==> src/rtl/fx2fp_arbiter_if.sv <==
// Signal bundle between fx2fp_arbiter, its requesters, the shared converter and the response consumer.
interface fx2fp_arbiter_if #(
    parameter int NUM_REQ   = 4,
    parameter int INT_WID   = 16,
    parameter int FRA_WID   = 16,
    parameter int FLOAT_WID = 32,
    parameter int PIPE_LAT  = 5
);
    localparam int ID_WID  = $clog2(NUM_REQ);
    localparam int CNT_WID = $clog2(PIPE_LAT + 2);

    logic [NUM_REQ-1:0]         req_valid;
    logic [NUM_REQ-1:0]         req_ready;
    logic [NUM_REQ*INT_WID-1:0] req_fixed_integer;
    logic [NUM_REQ*FRA_WID-1:0] req_fixed_fraction;
    logic                       flush_req;
    logic                       flush_done;
    logic                       cvt_clk_en;
    logic [INT_WID-1:0]         cvt_fixed_integer;
    logic [FRA_WID-1:0]         cvt_fixed_fraction;
    logic [FLOAT_WID-1:0]       cvt_float_val;
    logic                       rsp_valid;
    logic [ID_WID-1:0]          rsp_id;
    logic [FLOAT_WID-1:0]       rsp_float;
    logic [CNT_WID-1:0]         in_flight;
    logic                       busy;

    modport slave (
        input  req_valid, req_fixed_integer, req_fixed_fraction, flush_req, cvt_float_val,
        output req_ready, flush_done, cvt_clk_en, cvt_fixed_integer, cvt_fixed_fraction,
               rsp_valid, rsp_id, rsp_float, in_flight, busy
    );

    modport master (
        output req_valid, req_fixed_integer, req_fixed_fraction, flush_req, cvt_float_val,
        input  req_ready, flush_done, cvt_clk_en, cvt_fixed_integer, cvt_fixed_fraction,
               rsp_valid, rsp_id, rsp_float, in_flight, busy
    );
endinterface

==> src/rtl/fx2fp_arbiter.sv <==
// Round-robin arbiter sharing one pipelined fixed-to-float converter among NUM_REQ requesters,
// with an id tag pipeline that returns each result to its owner in acceptance order.
module fx2fp_arbiter #(
    parameter int NUM_REQ   = 4,
    parameter int INT_WID   = 16,
    parameter int FRA_WID   = 16,
    parameter int FLOAT_WID = 32,
    parameter int PIPE_LAT  = 5
) (
    input logic            clk,
    input logic            rstn,
    fx2fp_arbiter_if.slave bus
);
    localparam int ID_WID  = $clog2(NUM_REQ);
    localparam int CNT_WID = $clog2(PIPE_LAT + 2);

    typedef enum logic [1:0] {
        IDLE  = 2'd0,
        RUN   = 2'd1,
        DRAIN = 2'd2
    } state_t;

    state_t               r_state;
    state_t               w_nextState;
    logic [ID_WID-1:0]    r_rrPtr;
    logic [PIPE_LAT-1:0]  r_tagValid;
    logic [ID_WID-1:0]    r_tagId [PIPE_LAT];
    logic [CNT_WID-1:0]   r_inFlight;
    logic                 r_rspValid;
    logic [ID_WID-1:0]    r_rspId;
    logic [FLOAT_WID-1:0] r_rspFloat;
    logic                 r_flushDone;
    logic                 r_flushAck;

    logic                 w_cvtEn;
    logic                 w_anyValid;
    logic                 w_arbEn;
    logic                 w_grant;
    logic [ID_WID-1:0]    w_grantIdx;
    logic [ID_WID-1:0]    w_rrNext;
    logic [ID_WID:0]      w_scan;
    logic [NUM_REQ-1:0]   w_ready;
    logic [INT_WID-1:0]   w_cvtInt;
    logic [FRA_WID-1:0]   w_cvtFra;
    logic                 w_flushPulse;
    logic                 w_ackSet;
    logic                 w_rspSet;

    assign w_cvtEn    = (r_state != IDLE);
    assign w_anyValid = |bus.req_valid;
    assign w_arbEn    = (r_state == RUN) && !bus.flush_req;
    assign w_rspSet   = w_cvtEn && r_tagValid[PIPE_LAT-1];

    // Cyclic search starting at the round-robin pointer; first valid requester wins.
    always_comb begin
        w_grant    = 1'b0;
        w_grantIdx = '0;
        w_scan     = '0;
        if (w_arbEn) begin
            for (int k = 0; k < NUM_REQ; k++) begin
                w_scan = {1'b0, r_rrPtr} + (ID_WID+1)'(k);
                if (w_scan >= (ID_WID+1)'(NUM_REQ)) begin
                    w_scan = w_scan - (ID_WID+1)'(NUM_REQ);
                end
                if (!w_grant && bus.req_valid[w_scan[ID_WID-1:0]]) begin
                    w_grant    = 1'b1;
                    w_grantIdx = w_scan[ID_WID-1:0];
                end
            end
        end
    end

    always_comb begin
        w_ready  = '0;
        w_cvtInt = '0;
        w_cvtFra = '0;
        if (w_grant) begin
            w_ready[w_grantIdx] = 1'b1;
            w_cvtInt = bus.req_fixed_integer[w_grantIdx*INT_WID +: INT_WID];
            w_cvtFra = bus.req_fixed_fraction[w_grantIdx*FRA_WID +: FRA_WID];
        end
    end

    assign w_rrNext = (w_grantIdx == ID_WID'(NUM_REQ - 1)) ? '0 : w_grantIdx + ID_WID'(1);

    always_ff @(posedge clk or negedge rstn) begin
        if (!rstn) begin
            r_state <= IDLE;
        end else begin
            r_state <= w_nextState;
        end
    end

    // The flush acknowledge keeps a held flush_req from producing more than one flush_done.
    always_comb begin
        w_nextState  = r_state;
        w_flushPulse = 1'b0;
        w_ackSet     = 1'b0;
        unique case (r_state)
            IDLE: begin
                if (bus.flush_req) begin
                    if (!r_flushAck) begin
                        w_flushPulse = 1'b1;
                        w_ackSet     = 1'b1;
                    end
                end else if (w_anyValid) begin
                    w_nextState = RUN;
                end
            end
            RUN: begin
                if (bus.flush_req) begin
                    w_nextState = DRAIN;
                    w_ackSet    = 1'b1;
                end else if (!w_anyValid && (r_inFlight == '0)) begin
                    w_nextState = IDLE;
                end
            end
            DRAIN: begin
                if (r_inFlight == '0) begin
                    w_nextState  = IDLE;
                    w_flushPulse = 1'b1;
                end
            end
            default: begin
                w_nextState = IDLE;
            end
        endcase
    end

    always_ff @(posedge clk or negedge rstn) begin
        if (!rstn) begin
            r_rrPtr     <= '0;
            r_flushAck  <= 1'b0;
            r_flushDone <= 1'b0;
            r_inFlight  <= '0;
        end else begin
            r_flushAck  <= bus.flush_req && (r_flushAck || w_ackSet);
            r_flushDone <= w_flushPulse;
            if (w_grant) begin
                r_rrPtr <= w_rrNext;
            end
            case ({w_grant, w_rspSet})
                2'b10:   r_inFlight <= r_inFlight + CNT_WID'(1);
                2'b01:   r_inFlight <= r_inFlight - CNT_WID'(1);
                default: r_inFlight <= r_inFlight;
            endcase
        end
    end

    // Tags advance in lockstep with the converter stages so the last tag lines up with cvt_float_val.
    always_ff @(posedge clk or negedge rstn) begin
        if (!rstn) begin
            r_tagValid <= '0;
            for (int k = 0; k < PIPE_LAT; k++) begin
                r_tagId[k] <= '0;
            end
            r_rspValid <= 1'b0;
            r_rspId    <= '0;
            r_rspFloat <= '0;
        end else if (w_cvtEn) begin
            r_tagValid[0] <= w_grant;
            r_tagId[0]    <= w_grantIdx;
            for (int k = 1; k < PIPE_LAT; k++) begin
                r_tagValid[k] <= r_tagValid[k-1];
                r_tagId[k]    <= r_tagId[k-1];
            end
            r_rspValid <= r_tagValid[PIPE_LAT-1];
            r_rspId    <= r_tagId[PIPE_LAT-1];
            r_rspFloat <= bus.cvt_float_val;
        end else begin
            r_rspValid <= 1'b0;
        end
    end

    assign bus.req_ready          = w_ready;
    assign bus.cvt_clk_en         = w_cvtEn;
    assign bus.cvt_fixed_integer  = w_cvtInt;
    assign bus.cvt_fixed_fraction = w_cvtFra;
    assign bus.flush_done         = r_flushDone;
    assign bus.rsp_valid          = r_rspValid;
    assign bus.rsp_id             = r_rspId;
    assign bus.rsp_float          = r_rspFloat;
    assign bus.in_flight          = r_inFlight;
    assign bus.busy               = (r_state != IDLE);
endmodule

==> src/flat_wrapper.sv <==
// flat-port wrapper written by rule: the top's interface ports become plain ports
module fx2fp_arbiter_flat 
#(
    parameter int NUM_REQ   = 4,
    parameter int INT_WID   = 16,
    parameter int FRA_WID   = 16,
    parameter int FLOAT_WID = 32,
    parameter int PIPE_LAT  = 5
)
  (clk, rstn, bus_req_valid, bus_req_fixed_integer, bus_req_fixed_fraction, bus_flush_req, bus_cvt_float_val, bus_req_ready, bus_flush_done, bus_cvt_clk_en, bus_cvt_fixed_integer, bus_cvt_fixed_fraction, bus_rsp_valid, bus_rsp_id, bus_rsp_float, bus_in_flight, bus_busy);
  fx2fp_arbiter_if #(.NUM_REQ(NUM_REQ), .INT_WID(INT_WID), .FRA_WID(FRA_WID), .FLOAT_WID(FLOAT_WID), .PIPE_LAT(PIPE_LAT)) bus_i ();
  input logic clk;
  input logic rstn;
  input wire logic [$bits(bus_i.req_valid)-1:0] bus_req_valid;
  input wire logic [$bits(bus_i.req_fixed_integer)-1:0] bus_req_fixed_integer;
  input wire logic [$bits(bus_i.req_fixed_fraction)-1:0] bus_req_fixed_fraction;
  input wire logic [$bits(bus_i.flush_req)-1:0] bus_flush_req;
  input wire logic [$bits(bus_i.cvt_float_val)-1:0] bus_cvt_float_val;
  output wire logic [$bits(bus_i.req_ready)-1:0] bus_req_ready;
  output wire logic [$bits(bus_i.flush_done)-1:0] bus_flush_done;
  output wire logic [$bits(bus_i.cvt_clk_en)-1:0] bus_cvt_clk_en;
  output wire logic [$bits(bus_i.cvt_fixed_integer)-1:0] bus_cvt_fixed_integer;
  output wire logic [$bits(bus_i.cvt_fixed_fraction)-1:0] bus_cvt_fixed_fraction;
  output wire logic [$bits(bus_i.rsp_valid)-1:0] bus_rsp_valid;
  output wire logic [$bits(bus_i.rsp_id)-1:0] bus_rsp_id;
  output wire logic [$bits(bus_i.rsp_float)-1:0] bus_rsp_float;
  output wire logic [$bits(bus_i.in_flight)-1:0] bus_in_flight;
  output wire logic [$bits(bus_i.busy)-1:0] bus_busy;
  assign bus_i.req_valid = bus_req_valid;
  assign bus_i.req_fixed_integer = bus_req_fixed_integer;
  assign bus_i.req_fixed_fraction = bus_req_fixed_fraction;
  assign bus_i.flush_req = bus_flush_req;
  assign bus_i.cvt_float_val = bus_cvt_float_val;
  assign bus_req_ready = bus_i.req_ready;
  assign bus_flush_done = bus_i.flush_done;
  assign bus_cvt_clk_en = bus_i.cvt_clk_en;
  assign bus_cvt_fixed_integer = bus_i.cvt_fixed_integer;
  assign bus_cvt_fixed_fraction = bus_i.cvt_fixed_fraction;
  assign bus_rsp_valid = bus_i.rsp_valid;
  assign bus_rsp_id = bus_i.rsp_id;
  assign bus_rsp_float = bus_i.rsp_float;
  assign bus_in_flight = bus_i.in_flight;
  assign bus_busy = bus_i.busy;
  fx2fp_arbiter #(.NUM_REQ(NUM_REQ), .INT_WID(INT_WID), .FRA_WID(FRA_WID), .FLOAT_WID(FLOAT_WID), .PIPE_LAT(PIPE_LAT)) u_core (.clk(clk), .rstn(rstn), .bus(bus_i));
endmodule
==> config.mk <==
export PLATFORM = sky130hd
export DESIGN_NAME = fx2fp_arbiter_flat
export DESIGN_NICKNAME = d
export VERILOG_FILES = /design/src/rtl/fx2fp_arbiter_if.sv /design/src/rtl/fx2fp_arbiter.sv /design/src/flat_wrapper.sv
export SDC_FILE = /design/constraint.sdc
export NUM_CORES = 1
export LEC_CHECK = 0
export BUFFER_PORTS_ARGS = -buffer_cell sky130_fd_sc_hd__clkbuf_2
export CAP_MARGIN = 20
export CELL_PAD_IN_SITES_DETAIL_PLACEMENT = 1
export CELL_PAD_IN_SITES_GLOBAL_PLACEMENT = 1
export CORE_MARGIN = 10
export CORE_UTILIZATION = 30
export DETAILED_ROUTE_END_ITERATION = 8
export HOLD_SLACK_MARGIN = 0.05
export PLACE_DENSITY_LB_ADDON = 0.1
export SETUP_SLACK_MARGIN = 0.2
export SYNTH_ARGS = -nofsm -noshare
export SYNTH_HDL_FRONTEND = slang
export SYNTH_SLANG_ARGS = --single-unit
export TNS_END_PERCENT = 10
==> constraint.sdc <==
create_clock -name clk -period 5.7 [get_ports clk]
set_input_delay 0.57 -clock clk [delete_from_list [all_inputs] [get_ports clk]]
set_output_delay 0.57 -clock clk [all_outputs]
set_load 0.01 [all_outputs]
After elaboration in Yosys (flattened, before gate mapping). Index checks and enable logic that the tools add are counted.

Bits in registers: 59. Bits in latches: 0. Memory bits (writable): 0. ROM bits: 0. Input port bits: 167. Memories kept: 0.

$add $sub $neg: 10. Multiply operators: 0. Div/mod/pow operators: 0. Magnitude comparators: 10. Equality and inequality tests: 9. Shift-type cells: 2. Multiplexer cells: 49. Bitwise operators: 0. Reduce and logical (&&, ||, !) cells: 20.

Operators with widths (number): $shiftx A64 B7 Y16 (2); $mux W2 (19); $mux W16 (2); $mux W1 (18); $lt A2 B3 Y1 const B (5); $ge A3 B3 Y1 const B (3); $bmux W1 S2 (4); $logic_and A1 B1 Y1 (8); $sub A2 B1 Y2 const B (4); $add A2 B2 Y3 const B (2); $eq A2 B2 Y1 const B (3); $pmux W2 S3 (1); $pmux W3 S2 (1); $logic_not A1 Y1 (5); $eq A2 B1 Y1 const B (2); $mux W4 (1); $ne A2 B1 Y1 const B (2); $pmux W1 S2 (2); $reduce_and A4 Y1 (1); $reduce_bool A2 Y1 (2); $reduce_or A4 Y1 (1); $add A2 B1 Y3 const B (1); $add A3 B1 Y3 const B (1); $ge A2 B3 Y1 const B (1); other kinds (9) (9).

Depth between registers and ports, before layout.
Depth in word-level cells: 24. Depth in mapped cells: 12. Gate-level depth less buffers: 9.

Least setup slack after synthesis. OpenSTA, ideal clock, no wires.

Kind: in2reg. Start point: input bus_req_valid[1]. End point: register u_core.r_inFlight[2] (netlist: u_core.bus.in_flight[2]). Setup time: 0.079 ns. Arrival time: 2.586 ns. Setup slack: 3.035 ns. Stages: 11. Buffers on the path: 2. Cell sequence: or4_4 > and2_1 > buf_6 > inv_6 > buf_4 > ha_1 > inv_1 > fa_1 > xor2_1 > nor2_1 > xor2_1.

Longest elaborated chain between the ends: 18. Elaborated cells on any way between the ends: 26. Those cells by class: eq/ne: 2; mux: 17; reduce/logical: 7.

Ends and longest elaborated chain: start, declared (RTL line flat_wrapper.sv:14) `input wire logic [$bits(bus_i.req_valid)-1:0] bus_req_valid;`; $bmux W1 S2 (RTL line fx2fp_arbiter.sv:65) `if (!w_grant && bus.req_valid[w_scan[ID_WID-1:0]]) begin`; $mux W1 (implied by the code) (RTL line fx2fp_arbiter.sv:65); $mux W1 (RTL line fx2fp_arbiter.sv:65); $mux W1 (RTL line fx2fp_arbiter.sv:59) `if (w_arbEn) begin`; $logic_not A1 Y1 (RTL line fx2fp_arbiter.sv:65); $logic_and A1 B1 Y1 (RTL line fx2fp_arbiter.sv:65); $mux W1 (RTL line fx2fp_arbiter.sv:65); $mux W1 (RTL line fx2fp_arbiter.sv:59); [2 not listed]; $mux W1 (RTL line fx2fp_arbiter.sv:65); $mux W1 (RTL line fx2fp_arbiter.sv:59); $logic_not A1 Y1 (RTL line fx2fp_arbiter.sv:65); $logic_and A1 B1 Y1 (RTL line fx2fp_arbiter.sv:65); $mux W1 * (RTL line fx2fp_arbiter.sv:65); $mux W1 * (RTL line fx2fp_arbiter.sv:59); $eq A2 B1 Y1 / $eq A2 B2 Y1 (equally long branches) (RTL line fx2fp_arbiter.sv:142) `case ({w_grant, w_rspSet})`; $pmux W3 S2 / $reduce_bool A2 Y1 (equally long branches); end signal, assigned (RTL line fx2fp_arbiter.sv:143) `2'b10: r_inFlight <= r_inFlight + CNT_WID'(1);`; end signal, assigned (RTL line fx2fp_arbiter.sv:144) `2'b01: r_inFlight <= r_inFlight - CNT_WID'(1);`; end signal, assigned (RTL line fx2fp_arbiter.sv:145) `default: r_inFlight <= r_inFlight;`; end, declared (RTL line fx2fp_arbiter.sv:28) `logic [CNT_WID-1:0] r_inFlight;`.

Every way passes the cells marked *; elsewhere a longest branch is shown, timed or not. The select of a mux whose other input is x is not followed. A chain may end at the register's enable or synchronous reset.

Worst setup path in the final report.
Start point: register u_core.r_state[1]. End point: output bus_cvt_fixed_integer[3].

Longest elaborated chain between the ends: 5. Elaborated cells on any way between the ends: 6. Those cells by class: eq/ne: 1; shift: 1; mux: 3; reduce/logical: 1.

Ends and longest elaborated chain: start, declared (RTL line fx2fp_arbiter.sv:23) `state_t r_state;`; start signal, assigned (RTL line fx2fp_arbiter.sv:90) `r_state <= w_nextState;`; $eq A2 B1 Y1 * (RTL line fx2fp_arbiter.sv:51) `assign w_arbEn = (r_state == RUN) && !bus.flush_req;`; $logic_and A1 B1 Y1 * (RTL line fx2fp_arbiter.sv:51); $mux W2 (RTL line fx2fp_arbiter.sv:59); $shiftx A64 B7 Y16 (RTL line fx2fp_arbiter.sv:79) `w_cvtInt = bus.req_fixed_integer[w_grantIdx*INT_WID +: INT_WID];`; $mux W16 * (RTL line fx2fp_arbiter.sv:77) `if (w_grant) begin`; end, declared (RTL line flat_wrapper.sv:22) `output wire logic [$bits(bus_i.cvt_fixed_integer)-1:0] bus_cvt_fixed_integer;`.

Every way passes the cells marked *; elsewhere a longest branch is shown, timed or not.

==> results by stage <==
Run status:
- The run finished with clean final reports.

Placement:
- The total placed instance area is between 5000 and 6000 um^2.
- The sum of net half-perimeters after detailed placement is 11400 um.
- The congestion estimate from routability-driven global placement came to a little under 0.8.
- The number of buffers inserted by port buffering is between 200 and 250.

Synth:
- In the synthesized netlist, the number of instances is ~340.
- The total nets after synthesis is approximately 510.
- Summing the sequential cell areas from Yosys gives around two fifths of the chip area.
- The number of distinct library cells after synthesis is 35.
- Counting flops and latches in the post-synthesis netlist gives 59.
- The async set-reset flop share out of synthesis is 100%.
- The mean post-synth cell area is 10.8 um^2.
- The mapped cell area is between 3000 and 4000 um^2.
- The primary flip-flop cell chosen by synthesis mapping is dfrtp_1.
- The number of synthesized flops with an enable pin is 0.
- During synthesis, Yosys emitted a total of 0 warnings.

Critical path:
- The endpoint kind of the worst setup timing path is an output pin.
- The signal on the critical path passes through nor3b_4 -> and2_1 -> buf_4 -> inv_6 -> nor3_4 -> buf_4 -> a22oi_1 -> mux2i_1 -> clkbuf_2.
- The category of the critical setup timing path is reg -> out.
- The startpoint type of the worst setup path is a register.
- For the worst setup path, the data arrival time is roughly 3300 ps.
- The worst-path maximum fanout is 37.
- In this design, the stage delay of the slowest critical-path cell is 620 ps.
- The data required time at the worst endpoint is between 5000 and 6000 ps.
- The most numerous cell type found on the critical path is buf_4.
- The cell with the biggest individual delay on the critical path is nor3_4.

Routing:
- The count of nets left with antenna violations once routing finished came out at 0.
- The total iterations of the first detailed-routing run is 4.
- The detailed router finished its first iteration with ~120 violations.
- After detailed routing, the number of remaining DRC violations is 0.
- Across all layers, the routed design uses around 3700 vias.
- The number of vias per cell after detailed routing is 4.97.
- The final routed wire length divided by cell count is 19.1 um.
- The overall routed net length is between 10000 and 15000 um.

Timing:
- The setup violation total in the final timing report is 0.
- Between clock sinks in the finished design, the worst skew comes to 9.17 ps.
- The transition at the pin with the smallest max-transition slack is around 1100 ps.
- Derived from the worst setup path, the maximum achievable clock frequency is 259 MHz.
- The number of max-slew violations in the final report came to 0.
- The minimum hold slack is 402 ps.
- The count of endpoints failing hold in the final timing report was 0.
- The shortest period the worst path allows is about 3900 ps.
- Dividing the final minimum period by the clock period gives 67.7%.
- Setup repair after global routing left no endpoint under its margin.
- In this run the tightest slew margin relative to its limit is roughly 28%.
- In the final timing run, aggregate negative setup slack is 0 ps.

Clock tree:
- Counting the buffers created by CTS gives 9.
- The number of cells upsized or downsized after cts is 0.
- TritonCTS built the clock tree.
- The number of hold buffers added after cts is 0.
- The H-tree was split into 3 levels.
- After clock tree synthesis, the clock-pin slew on the worst setup and hold paths is about 50 ps.
- The clock net in this run drives a total of 59 sinks.
- No sink is reached through more buffers than the 2 on the longest clock path.
- Clock latency on the worst-skew pair, taken at its later pin, is approximately 320 ps.
- The root buffer cell chosen for the clock tree is clkbuf_16.
- The number of buffers inserted by post-CTS setup repair is 0.

Finish:
- The net count reported at finish is approximately 740.
- The share of final-layout standard cells stronger than drive strength 1 is 55.8%.
- The growth of design area from synthesis to finish is 44.2%.
- 0 antenna diodes ended up in the layout.
- Cells fill roughly 44% of the core in the end.
- The final instance area is between 5000 and 6000 um^2.

Global route:
- The remaining global-route overflow is 0.
- The number of antenna violations at the first check in global routing is 0.
- Entering global routing, the biggest net connects 60 pins.
- The first-pass GRT wire length is between 20000 and 25000 um.
- The via count of the first global-routing pass is approximately 4000.
- The aggregate global-route resource usage is between 10% and 20%.

Floorplan:
- For this configuration, the core starts out at a cell density of just over 30%.
- The total area inside the core boundary comes to 12100 um^2.
- The floorplan step defined a die boundary enclosing roughly 17000 um^2.
- The standard-cell row count is 40.
- Measured along the y axis, the die boundary spans 131 um.
- During I/O placement, the number of pins put on the boundary was 244.
- The horizontal extent of the die is 131 um.

Power:
- The static leakage is between 2 and 3 nW.
- The total power is 2.34 mW.
- The largest voltage drop on the vdd net is 0.000155 V.
- The power per cell area is roughly 440 nW/um^2.

Flow run:
- Max-cap violations in this run came to 0.

Hold path:
- The min-delay analysis places its worst path in the category in -> async.
## cell families (layout without fill, tap and decap cells)
family | count (synthesis) | after routing | share of synthesized area (%)
adder cells (fa/ha/maj) | 6 | 6 | 2.23
AO/OA/AOI/OAI | 76 | 76 | 13.9
buffers and inverters | 45 | 276 | 6.22
XOR/XNOR | 3 | 3 | 0.711
flip-flops | 59 | 59 | 39.9
AND/OR/NAND/NOR | 73 | 73 | 14.0
multiplexers | 79 | 79 | 22.9
## registers in the layout, indices dropped and copies added (netlist names), 2 cells and up
signal / count
u_core.bus.rsp_float: 32
u_core.r_tagId: 10
u_core.r_tagValid: 5
u_core.bus.in_flight: 3
u_core.bus.rsp_id: 2
u_core.r_rrPtr: 2
u_core.r_state: 2
## cell usage after synthesis, types with 5 or more instances
cell	count	area (um^2)
a22oi_1	32	240
a31oi_1	32	200
buf_2	9	45.0
clkbuf_1	19	71.3
dfrtp_1	59	1480
ha_1	5	62.6
inv_1	8	30.0
mux2_2	46	518
mux2i_1	33	330
nand2_1	10	37.5
nor2_1	8	30.0
nor4b_1	32	280
## area by class of cell
class                           instances  area (um^2)
Fill cell                            1411         6730
Multi-Input combinational cell        237         2000
Sequential cell                        59         1480
Timing Repair Buffer                  252         1300
Clock buffer                           11          253
Tap cell                              168          210
Clock inverter                          4         50.0
Inverter                                9         38.8
## metal layers
layer	GRT usage, %	part of all wire [%]	vias up
li1	-	-	1764
met1	17.0	38	1732
met2	26.1	48	171
met3	7.70	12	14
met4	4.64	1.6	0
met5	0	0	-
## where the power goes
part / leakage, nW / internal (mW) / total (mW) / switching [mW]
Clock: 0.144 / 0.358 / 0.542 / 0.183
Sequential: 0.724 / 0.608 / 0.719 / 0.111
Combinational: 1.96 / 0.493 / 1.08 / 0.586
## cells in the final DEF, fill, tap and decap left out, types with 4 or more instances in the layout
cell and n:
clkbuf_2 243, dfrtp_1 59, mux2_2 46, mux2i_1 33, a22oi_1 32, nor4b_1 32, a31oi_1 32, nand2_1 10
clkbuf_16 9, inv_1 8, buf_4 8, nor2_1 7, ha_1 5, nand2b_1 4, and3_1 4
## critical path: cells and delay by family, from the launching register on
kind                   cells  cell delay (ps)
buffers and inverters      4             1070
flip-flops                 1              500
AND/OR/NAND/NOR            3             1090
multiplexers               1              150
AO/OA/AOI/OAI              1              140
## final timing paths
| path | to | from | cells after the start | slack, ps |
|---|---|---|---|---|
| worst max-delay path | bus_cvt_fixed_integer[3] | u_core.r_state[1]$_DFFE_PN0P_ | 9 | 1840 |
| worst min-delay path | u_core.bus.rsp_float[18]$_DFFE_PN0N_ | rstn | 2 | 400 |
| worst max register to register | u_core.r_rrPtr[1]$_DFFE_PN0P_ | u_core.r_state[1]$_DFFE_PN0P_ | 7 | 2980 |
| worst min register to register | u_core.r_tagId[9]$_DFFE_PN0N_ | u_core.r_tagId[9]$_DFFE_PN0N_ | 2 | 470 |
| max in group asynchronous | u_core.r_rrPtr[0]$_DFFE_PN0P_ | rstn | 2 | 4820 |
| min in group clk | u_core.r_tagId[9]$_DFFE_PN0N_ | u_core.r_tagId[9]$_DFFE_PN0N_ | 2 | 470 |
## stage by stage
stage               setup WS, ps  std cells
finish                      1840        740
global route                1520        740
CTS                         1720        739
detailed placement          1890        724
global placement            2010        724
floorplan                   3040        341
Note: power is estimated with default switching activity, not from simulation.
